--- src/rtl/uart_pkg.sv ---
// Shared definitions for the UART transmit-side blocks: arbiter states,
// status-register bit positions and default timing.
package uart_pkg;

    typedef enum logic [1:0] {
        IDLE,
        ISSUE,
        WAIT_ACK,
        WAIT_DONE
    } arb_state_t;

    localparam int unsigned TX_STAT_BUSY   = 0;
    localparam int unsigned ACK_TO_DEFAULT = 4;

endpackage

--- src/rtl/rr_arbiter.sv ---
// Combinational round-robin picker: first asserted request at or after ptr,
// searched in modulo order. Returns a one-hot grant and its index.
module rr_arbiter #(
    parameter int unsigned NREQ = 4
) (
    input  logic [NREQ-1:0]         req,
    input  logic [$clog2(NREQ)-1:0] ptr,
    output logic [NREQ-1:0]         grant,
    output logic [$clog2(NREQ)-1:0] idx
);

    localparam int unsigned PW = $clog2(NREQ);

    always_comb begin
        logic          found;
        logic [PW-1:0] pos;
        int unsigned   k;
        grant = '0;
        idx   = '0;
        found = 1'b0;
        for (int unsigned i = 0; i < NREQ; i++) begin
            k   = (32'(ptr) + i) % NREQ;
            pos = PW'(k);
            if (!found && req[pos]) begin
                grant[pos] = 1'b1;
                idx        = pos;
                found      = 1'b1;
            end
        end
    end

endmodule

--- src/rtl/uart_tx_arb.sv ---
// Round-robin sequencer sharing one uart_tx between NREQ byte producers,
// with optional per-message grant lock and strobe re-issue on missing ack.
module uart_tx_arb
    import uart_pkg::*;
#(
    parameter int unsigned NREQ    = 4,
    parameter int unsigned LOCK_EN = 1,
    parameter int unsigned ACK_TO  = ACK_TO_DEFAULT
) (
    input  logic                 i_clk,
    input  logic                 i_reset_n,
    input  logic [NREQ-1:0]      i_req_valid,
    input  logic [NREQ-1:0]      i_req_last,
    input  logic [8*NREQ-1:0]    i_req_dat,
    output logic [NREQ-1:0]      o_req_ready,
    output logic                 o_tx_cyc,
    output logic                 o_tx_we,
    output logic [7:0]           o_tx_dat,
    input  logic [7:0]           i_tx_stat,
    output logic [NREQ-1:0]      o_grant,
    output logic                 o_busy
);

    localparam int unsigned PW = $clog2(NREQ);
    localparam int unsigned CW = (ACK_TO > 1) ? $clog2(ACK_TO) : 1;

    arb_state_t        state, state_next;
    logic [PW-1:0]     ptr, ptr_next;
    logic              lock, lock_next;
    logic [CW-1:0]     to_cnt, cnt_next;
    logic [7:0]        hold_dat, hold_dat_next;
    logic              hold_last, hold_last_next;
    logic [NREQ-1:0]   grant, grant_next;
    logic [NREQ-1:0]   eligible, arb_grant;
    logic [PW-1:0]     arb_idx;
    logic [7:0]        sel_dat;
    logic              sel_last;
    logic              tx_busy;
    logic              stat_unused;

    assign tx_busy     = i_tx_stat[TX_STAT_BUSY];
    assign stat_unused = ^i_tx_stat[7:1];

    // While a message lock is held only the owner may win; others are masked out.
    assign eligible = lock ? (i_req_valid & grant) : i_req_valid;

    rr_arbiter #(.NREQ(NREQ)) u_rr (
        .req   (eligible),
        .ptr   (ptr),
        .grant (arb_grant),
        .idx   (arb_idx)
    );

    always_comb begin
        sel_dat = '0;
        for (int unsigned n = 0; n < NREQ; n++) begin
            if (arb_grant[n]) sel_dat = i_req_dat[8*n +: 8];
        end
    end

    assign sel_last = |(arb_grant & i_req_last);

    always_comb begin
        state_next     = state;
        ptr_next       = ptr;
        lock_next      = lock;
        cnt_next       = to_cnt;
        hold_dat_next  = hold_dat;
        hold_last_next = hold_last;
        grant_next     = grant;
        o_req_ready    = '0;
        o_tx_cyc       = 1'b0;
        o_tx_we        = 1'b0;
        case (state)
            IDLE: begin
                if (!tx_busy && (|arb_grant)) begin
                    o_req_ready    = arb_grant;
                    hold_dat_next  = sel_dat;
                    hold_last_next = sel_last;
                    grant_next     = arb_grant;
                    ptr_next       = (arb_idx == PW'(NREQ - 1)) ? '0 : arb_idx + 1'b1;
                    state_next     = ISSUE;
                end
            end
            ISSUE: begin
                o_tx_cyc   = 1'b1;
                o_tx_we    = 1'b1;
                cnt_next   = CW'(ACK_TO - 1);
                state_next = WAIT_ACK;
            end
            WAIT_ACK: begin
                if (tx_busy)              state_next = WAIT_DONE;
                else if (to_cnt == '0)    state_next = ISSUE;
                else                      cnt_next   = to_cnt - 1'b1;
            end
            WAIT_DONE: begin
                if (!tx_busy) begin
                    state_next = IDLE;
                    lock_next  = (LOCK_EN != 0) && !hold_last;
                    if (!lock_next) grant_next = '0;
                end
            end
            default: state_next = IDLE;
        endcase
    end

    always_ff @(posedge i_clk or negedge i_reset_n) begin
        if (!i_reset_n) begin
            state     <= IDLE;
            ptr       <= '0;
            lock      <= 1'b0;
            to_cnt    <= '0;
            hold_dat  <= '0;
            hold_last <= 1'b0;
            grant     <= '0;
        end else begin
            state     <= state_next;
            ptr       <= ptr_next;
            lock      <= lock_next;
            to_cnt    <= cnt_next;
            hold_dat  <= hold_dat_next;
            hold_last <= hold_last_next;
            grant     <= grant_next;
        end
    end

    assign o_tx_dat = hold_dat;
    assign o_grant  = grant;
    assign o_busy   = (state != IDLE) || lock;

endmodule

--- config.mk ---
export PLATFORM = sky130hd
export DESIGN_NAME = uart_tx_arb
export DESIGN_NICKNAME = d
export VERILOG_FILES = /design/src/rtl/uart_pkg.sv /design/src/rtl/rr_arbiter.sv /design/src/rtl/uart_tx_arb.sv
export SDC_FILE = /design/constraint.sdc
export NUM_CORES = 1
export LEC_CHECK = 0
export ABC_AREA = 0
export ABC_CLOCK_PERIOD_IN_PS = 6730
export CAP_MARGIN = 10
export CORE_MARGIN = 2
export CORE_UTILIZATION = 40
export CTS_CLUSTER_SIZE = 12
export DETAILED_ROUTE_END_ITERATION = 8
export PLACE_DENSITY = 0.76
export SLEW_MARGIN = 25
export SYNTH_ARGS = -nofsm -noshare
export SYNTH_HDL_FRONTEND = slang
export SYNTH_SLANG_ARGS = --single-unit
--- constraint.sdc ---
create_clock -name i_clk -period 6.73 [get_ports i_clk]
set_input_delay 1.0095 -clock i_clk [delete_from_list [all_inputs] [get_ports i_clk]]
set_output_delay 1.0095 -clock i_clk [all_outputs]
set_load 0.02 [all_outputs]
==> Word level (Yosys, flattened, before mapping) <==
Cells that the tools add are included.
{ "totals": {"elab_cells": 110, "regBits": 20, "in_bits": 50, "output_inout_bits": 19} }
{ "classes": {"reduce_logical": 26, "addsub": 5, "eq_ne": 10, "n_bitwise": 6, "magnitude_cmp": 8, "muxes": 48} }
{ "op_table": {"columns": ["op", "count"], "rows": [
  ["$mux 4", 10],
  ["$mux 8", 4],
  ["$mux 2", 11],
  ["$lt 2x3->1 const B", 4],
  ["$mux 1", 12],
  ["$or 4x4->4", 3],
  ["$ne 2x2->1 const B", 5],
  ["$and 4x4->4", 2],
  ["$bmux 1 s2", 4],
  ["$demux 1 s2", 4],
  ["$ge 2x1->1 const B", 4],
  ["$logic_and 1x1->1", 8],
  ["$pmux 2 s4", 1],
  ["$pmux 4 s2", 1],
  ["$reduce_or 4->1", 2],
  ["$eq 2x2->1 const B", 3],
  ["$reduce_and 3->1", 2],
  ["$reduce_bool 2->1", 3],
  ["$logic_not 1->1", 5],
  ["$add 2x1->2 const B", 2],
  ["$add 2x2->2 const B", 2],
  ["$logic_not 2->1", 2],
  ["$pmux 2 s2", 1],
  ["$reduce_and 2->1", 2],
  ["other kinds (6)", 6]
]} }

==> Logic depth before layout (Yosys ltp) <==
Gate-level depths: netlist (run 1).
{ "logic_depth": {"depth_word": 18, "ltp_mapped": 12} }

==> By module <==
A second synthesis (run 1) with hierarchy kept.
{ "unflattened": {"cells_unflattened": 183, "area_unflattened_um2": 1636.6} }
{ "by_module_without_submodules": {"columns": ["mod", "area_each_um2", "cells_each", "seq_area_each_um2", "n_inst"], "rows": [
  ["uart_tx_arb", 1147.4, 118, 500.5, 1],
  ["rr_arbiter", 489.2, 65, 0.0, 1]
]} }

==> Worst setup path after synthesis (run 1) <==
OpenSTA, ideal clock, no wires.
{ "synth_timing": {"kind": "input to output", "start": "input port i_req_valid[1]", "end": "output port o_req_ready[2]", "n_path_buf": 2, "slack_ns": 3.007, "cell_stages": 8, "required_time_ns": 5.720, "arrival_ns": 2.714, "cell_sequence": "mux2i_1 a21oi_2 or3b_1 a21boi_4 a221oi_2 buf_2 buf_4 nor2_1"} }
{ "synth_between": {"elab_chain_len": 18} }
{ "synth_lines": {"columns": ["item", "line", "text"], "rows": [
  ["start: declaration", "uart_tx_arb.sv:12", "input logic [NREQ-1:0] i_req_valid,"],
  ["$and 4x4->4", "uart_tx_arb.sv:45", "assign eligible = lock ? (i_req_valid & grant) : i_req_valid;"],
  ["$mux 4 *", "uart_tx_arb.sv:45", null],
  ["$bmux 1 s2", "rr_arbiter.sv:24", "if (!found && req[pos]) begin"],
  ["$mux 1 (not written as such)", "rr_arbiter.sv:24", null],
  ["$mux 1", "rr_arbiter.sv:24", null],
  ["$logic_not 1->1", "rr_arbiter.sv:24", null],
  ["$logic_and 1x1->1", "rr_arbiter.sv:24", null],
  ["$mux 1", "rr_arbiter.sv:24", null],
  ["(+2 left out)", null, null],
  ["$mux 1", "rr_arbiter.sv:24", null],
  ["$logic_not 1->1", "rr_arbiter.sv:24", null],
  ["$logic_and 1x1->1", "rr_arbiter.sv:24", null],
  ["$mux 4 *", "rr_arbiter.sv:24", null],
  ["$reduce_or 4->1", "uart_tx_arb.sv:76", "if (!tx_busy && (|arb_grant)) begin"],
  ["$logic_and 1x1->1", "uart_tx_arb.sv:76", null],
  ["$mux 4 *", "uart_tx_arb.sv:76", null],
  ["$mux 4 *", "uart_tx_arb.sv:74", "case (state)"],
  ["end: declaration", "uart_tx_arb.sv:15", "output logic [NREQ-1:0] o_req_ready,"]
]} }
Mark *: on every way between the ends. The rest lies on a longest branch, timed or not. The select of a mux whose other input is x is not followed.

==> Worst setup path after layout (run 1) <==
{ "layout_timing": {"start": "input port i_req_valid[3]", "end": "output port o_req_ready[3]"} }
The elaborated chain is that of the path after synthesis.

==> results of run 1 <==
how the worst max path moves through the flow:
| stage | depth (start not counted) | to |
|---|---|---|
| 4_1_cts | 8 | o_req_ready[3] |
| 5_1_grt | 8 | o_req_ready[3] |
| 6_report | 8 | o_req_ready[3] |
| 3_3_place_gp | 8 | o_req_ready[3] |
| 2_1_floorplan | 8 | o_req_ready[2] |
| 3_5_place_dp | 8 | o_req_ready[3] |
layout make-up:
| cell class | count | area [µm²] | area share, % |
|---|---|---|---|
| multi-input combinational | 154 | 1174 | 47.04 |
| timing repair buffer | 63 | 625.6 | 25.08 |
| sequential | 20 | 500.5 | 20.06 |
| inverter | 20 | 75.07 | 3.009 |
| tap | 52 | 65.06 | 2.608 |
| clock buffer | 4 | 55.05 | 2.207 |
per-layer routing:
metal | share of wire, % | routed length (µm) | track usage [%]
met2 | 45 | 2124 | 28.91
met4 | 0.23 | 11 | 1.468
met5 | 0 | 0 | 0
met3 | 7.5 | 350 | 3.750
met1 | 47 | 2202 | 25.61
cell usage after synthesis (all sizes together) (2+ instances only):
cell	count
a211oi	4
a21o	5
a21oi	11
a221oi	4
a31oi	8
buf	12
clkbuf	3
dfrtp	20
ha	8
inv	20
mux2i	10
nand2	13
nand3	3
nor2	24
nor3b	8
o21ai	21
o221ai	8
o31ai	4
or2	2
or3	4
worst register-to-register path, stage by stage, from the launching register on:
cell      delay [ns]
dfrtp_1         0.74
inv_1           0.27
ha_1            0.48
a211oi_2        0.27
a21oi_2         0.12
a21boi_4        0.20
a221oi_2        0.81
a41oi_2         0.64
nor2_1          0.46
a21o_1          0.17
registers in the layout (all words and copies together) (netlist names):
name,cells
o_tx_dat,8
o_grant,4
ptr,2
state,2
to_cnt,2
hold_last,1
lock,1
cells by family (layout without fill, tap and decap cells):
logic type               count (synthesis)  after routing  share of synthesized area, %
multiplexers                            11             11                         7.027
XOR/XNOR                                 1              1                        0.4731
AO/OA/AOI/OAI                           73             73                         31.96
AND/OR/NAND/NOR                         61             61                         18.51
adder cells (fa/ha/maj)                  8              8                         5.406
buffers and inverters                   35             87                         9.594
flip-flops                              20             20                         27.03
placed cells by master, fill, tap and decap left out, drive strengths merged, types with 2 or more instances in the layout:
master,count
mux2i,10
o31ai,4
inv,20
clkbuf,4
clkdlybuf4s50,61
or3,4
a21oi,11
a31oi,8
a211oi,4
nand3,3
nand2,13
dfrtp,20
a221oi,4
or2,2
o21ai,21
nor3b,8
a21o,5
nor2,24
buf,2
o221ai,8
ha,8
where the power goes:
part | internal [mW] | leakage, nW | switching (mW)
Combinational | 0.404 | 0.752 | 0.548
Clock | 0.0520 | 0.0288 | 0.0385
Sequential | 0.178 | 0.235 | 0.0755
Total | 0.633 | 1.02 | 0.662
stage by stage:
step | setup slack [ns] | hold WS, ns | cells | total power [mW]
after detailed placement | 1.863 | 0.5352 | 309 | 1.208
after floorplan | 3.007 | 0.4871 | 209 | 0.9886
after global placement | 1.877 | 0.5200 | 309 | 1.184
after global routing | 1.638 | 0.5743 | 313 | 1.403
final | 1.796 | 0.5498 | 313 | 1.296
after CTS | 1.840 | 0.5501 | 313 | 1.300
==> run metrics, run 1 <==
status=complete, no violations; average wire per standard cell=14.98 µm; DRC viols=0; max frequency=0.2027 GHz; Mapped Nets=267; Startpoint Class=input pin; final worst-path cycle share=73.31%; Critical Path RT=5.72 ns; Detailed Routing Iterations Pass 1=4; P per Cell Area=519.3 nW/µm²; post-DP HPWL=3.489 mm; first-pass GRT wire length=7.493 mm; Remaining Overflow, GRT=0; Core Rows=24; boundary pin count=69; initial core utilization=41.95%; area share of the largest cell type after synthesis=27.03%; Post-synth EDFFs=0; R2R Path End=o_grant[1]; Final Setup Violations=0; post-CTS setup buffer count=0; Synth area leaders=dfrtp_1, ha_1, nor3b_2, o21ai_0, nor2_1; antenna violations before repair=0; final hold vios=0; Final Core Density=56.52%; post-synthesis async set-or-reset flop share=100.0%; P_leak=1.016 nW; FF-to-FF setup slack=2.53 ns; Die Ht=72.04 µm; post-route design area=2495 µm²; Post-CTS Resized=0; vias in the first global route=1547; Total Wirelength=4.688 mm; vias=1729; flops & latches, synth=20; largest area contributor in the netlist=dfrtp_1; full die area=5190 µm²; Post-Route Skew=0.0008788 ns; Placer Congestion=0.8732; CTS Sinks=20; fin. max-slew vios=0; clk slew on worst S/H paths=0.07 ns; hold worst-path end=o_tx_dat[2]; H-tree levels=1; buffers plus inverters on the worst setup path=2; top_reg_cell synth=dfrtp_1; antenna cells=0; Top cell by count, worst path=clkdlybuf4s50_1; global-route total usage across every layer=17.83%; largest net degree at the start of global routing=23; Setup CP Type=input pin to output pin; share of cells above drive strength 1=13.41%; area of the mapped netlist=1852 µm²; Cells after Synth=209; CORE AREA=4414 µm²; Layout area overhead=34.73%; Net count, final=320; Port Buffer Count=61; critical path launch point=i_req_valid[3]; synth unique cells=48; slew margin rel.=35.95%; slowest stage cell on the critical path=a221oi_2; R2R depth=9; Fillers=408; worst-skew pair later-pin latency=0.25 ns; clock buffer depth=2; Max Fanout on Critical Path=11; Worst-Margin Slew=0.9608 ns; Max Cap Viol=0; setup TNS=0 ns; Hold Path Class=flip-flop to flip-flop; CTS Hold Bufs=0; hold depth=2; Via-to-Cell Ratio=5.524; Max IR drop VDD=0.3161 mV; WP data arrival=3.92 ns; die width=72.04 µm; crit end category=output pin; reg-to-reg startpoint=ptr[0]; DRT iter0 DRCs=57; post-route minimum period=4.934 ns; remaining antenna violation count=0; CTS Buf Count=3; yosys warns=0; Seq/Total Area, Yosys=27.03%; worst hold path startpoint=o_tx_dat[2]; CTS tree=done; critical path, cell by cell=clkdlybuf4s50_1 -> mux2i_1 -> a211oi_2 -> or2_1 -> o31ai_2 -> a221oi_2 -> nor2_1 -> clkdlybuf4s50_1; RSZ-0062 raised after global routing=no; crit-path leading delay family=compound AO/OA/AOI/OAI gates; CP max stage delay=0.72 ns; total placed instance area=2440 µm²; syn_area_per_cell=8.860 µm²; Root Buffer=clkbuf_8
Power figures use the tool's default switching activity.
==> run 2: changes to the inputs <==
--- a/config.mk
+++ b/config.mk
@@ -6,7 +6,7 @@
 export NUM_CORES = 1
 export LEC_CHECK = 0
 export ABC_AREA = 0
-export ABC_CLOCK_PERIOD_IN_PS = 6730
+export ABC_CLOCK_PERIOD_IN_PS = 5130
 export CAP_MARGIN = 10
 export CORE_MARGIN = 2
 export CORE_UTILIZATION = 40
==> constraint.sdc (replaced) <==
create_clock -name i_clk -period 5.13 [get_ports i_clk]
set_input_delay 0.7695 -clock i_clk [delete_from_list [all_inputs] [get_ports i_clk]]
set_output_delay 0.7695 -clock i_clk [all_outputs]
set_load 0.02 [all_outputs]
==> run 2 against run 1 <==
Compared with the run above: critical path depth is 1 higher; critical path type unchanged; clock skew is 0.0040 ns higher; hold slack better by 0.0026 ns; count of clock-buffer cells in the layout stayed put; largest cell class unchanged; sequential share of layout area is 0.24 points lower; combinational power is 37% higher; total power is 33% higher.
==> run metrics, run 2 (same netlist as run 1, synthesis figures left out) <==
status=complete, no violations; GRT Max-Usage Layer=met2; vias in the first global route=1591 (+2.8%); dpl cells=313 (+1.3%); max frequency=0.2421 GHz; DRT iter0 DRCs=78 (+37%); Max IR drop VDD=0.3403 mV (+7.7%); Max Cap Viol=0 (unchanged); CTS Sinks=20 (unchanged); most frequent cells in the layout=clkdlybuf4s50_1, nor2_1, inv_1, dfrtp_1, o21ai_0; Hold Path Class=flip-flop to flip-flop; Setup CP Type=input pin to output pin; R2R depth=12 (+3); post-DP HPWL=3.621 mm (+3.8%); largest net degree at the start of global routing=23 (unchanged); Final Core Density=57.20% (+0.68 points); Max Fanout on Critical Path=11 (unchanged); hold depth=2 (unchanged); Post-CTS Resized=0 (unchanged); clock buffer depth=2 (unchanged); most common cell after layout, fill and taps aside=clkdlybuf4s50_1; H-tree levels=1 (unchanged); Startpoint Class=input pin; FF-to-FF setup slack=1.99 ns (-0.54 ns); crit end category=output pin; fin cells=317 (+1.3%); Remaining Overflow, GRT=0 (unchanged); Total Wirelength=4.715 mm (+0.58%); grt met2 use=29.63% (+0.72 points); first-pass GRT wire length=7.590 mm (+1.3%); final worst-path cycle share=80.53%; Core Rows=24 (unchanged); RSZ-0062 raised after global routing=no; post-CTS setup buffer count=0 (unchanged); average wire per standard cell=14.87 µm (-0.69%); CTS tree=done; Worst-Margin Slew=0.8587 ns (-0.1021 ns); CORE AREA=4414 µm² (unchanged); WP data arrival=3.36 ns (-0.56 ns); Post-Route Skew=0.004894 ns (+0.004015 ns); R2R Path End=o_grant[1]; antenna cells=0 (unchanged); full die area=5190 µm² (unchanged); clk slew on worst S/H paths=0.07 ns (about the same); critical path launch point=i_req_valid[0]; antenna violations before repair=0 (unchanged); slew margin rel.=42.58% (+6.6 points); share of cells above drive strength 1=14.72% (+1.3 points); initial core utilization=41.95% (unchanged); Min Hold Slack=0.5524 ns (+0.002634 ns); worst hold path startpoint=o_tx_dat[0]; CTS Hold Bufs=0 (unchanged); worst setup margin=0.9988 ns (-0.7973 ns); Pwr Total=1.725 mW (+33%); Root Buffer=clkbuf_8; Via-to-Cell Ratio=5.609 (+1.5%); CTS Buf Count=3 (unchanged); fin. max-slew vios=0 (unchanged); Layout area overhead=36.35%; DP Worst Slack=1.013 ns (-0.8500 ns); DRC viols=0 (unchanged); Net count, final=324 (+1.3%); worst-skew pair later-pin latency=0.26 ns (about the same); final hold vios=0 (unchanged); remaining antenna violation count=0 (unchanged); Final Setup Violations=0 (unchanged); post-route minimum period=4.131 ns; Critical Path RT=4.36 ns (-1.36 ns); Placer Congestion=0.8481 (-2.9%); met3 usage=4.167% (+0.42 points); total placed instance area=2470 µm² (+1.2%); global-route total usage across every layer=18.23% (+0.40 points); post-route design area=2525 µm² (+1.2%); hold worst-path end=o_tx_dat[0]; Die Ht=72.04 µm (unchanged); die width=72.04 µm (unchanged); Detailed Routing Iterations Pass 1=4 (unchanged); boundary pin count=69 (unchanged); vias=1778 (+2.8%); met1 usage=25.61% (about the same); Port Buffer Count=61 (unchanged); max FFs per register=8 (unchanged); setup TNS=0 ns (unchanged); P_leak=1.035 nW (+1.9%); reg-to-reg startpoint=ptr[0]; P per Cell Area=683.3 nW/µm² (+32%)
## run 2: critical path: stages
cell	delay (ns)
clkdlybuf4s50_1	0.41
mux2i_1	0.28
a21oi_2	0.12
or3_4	0.42
a211oi_2	0.24
nor3_1	0.08
buf_4	0.18
nor2_1	0.20
clkdlybuf4s50_1	0.64
## run 2: cell type report
cell class / instances / area (µm²)
well taps: 52 / 65.06
multi-input cells: 154 / 1174
flip-flops and latches: 20 / 500.5
fillers: 406 / 1889
clock buffers: 4 / 55.05
inverters: 20 / 75.07
repair buffers: 67 / 655.6
## run 2: worst max path at each step
stage,depth (start not counted),slack [ns],endpoint
after detailed placement,9,1.01,o_req_ready[1]
after global routing,10,0.86,o_req_ready[3]
after floorplan,8,1.89,o_req_ready[2]
final,9,1.0,o_req_ready[1]
after CTS,9,0.99,o_req_ready[1]
after global placement,9,1.04,o_req_ready[3]
## run 2: layer usage
layer,share of wire [%],routed length (µm)
met1,45,2135
met2,46,2192
met3,8.2,387
met4,0,0
met5,0,0
## run 2: report_power, final
| group | internal, mW | switching (mW) | leakage [nW] |
|---|---|---|---|
| sequential | 0.233 | 0.0765 | 0.235 |
| combinational | 0.554 | 0.744 | 0.771 |
| clock | 0.0682 | 0.0492 | 0.0288 |
| total | 0.856 | 0.869 | 1.03 |
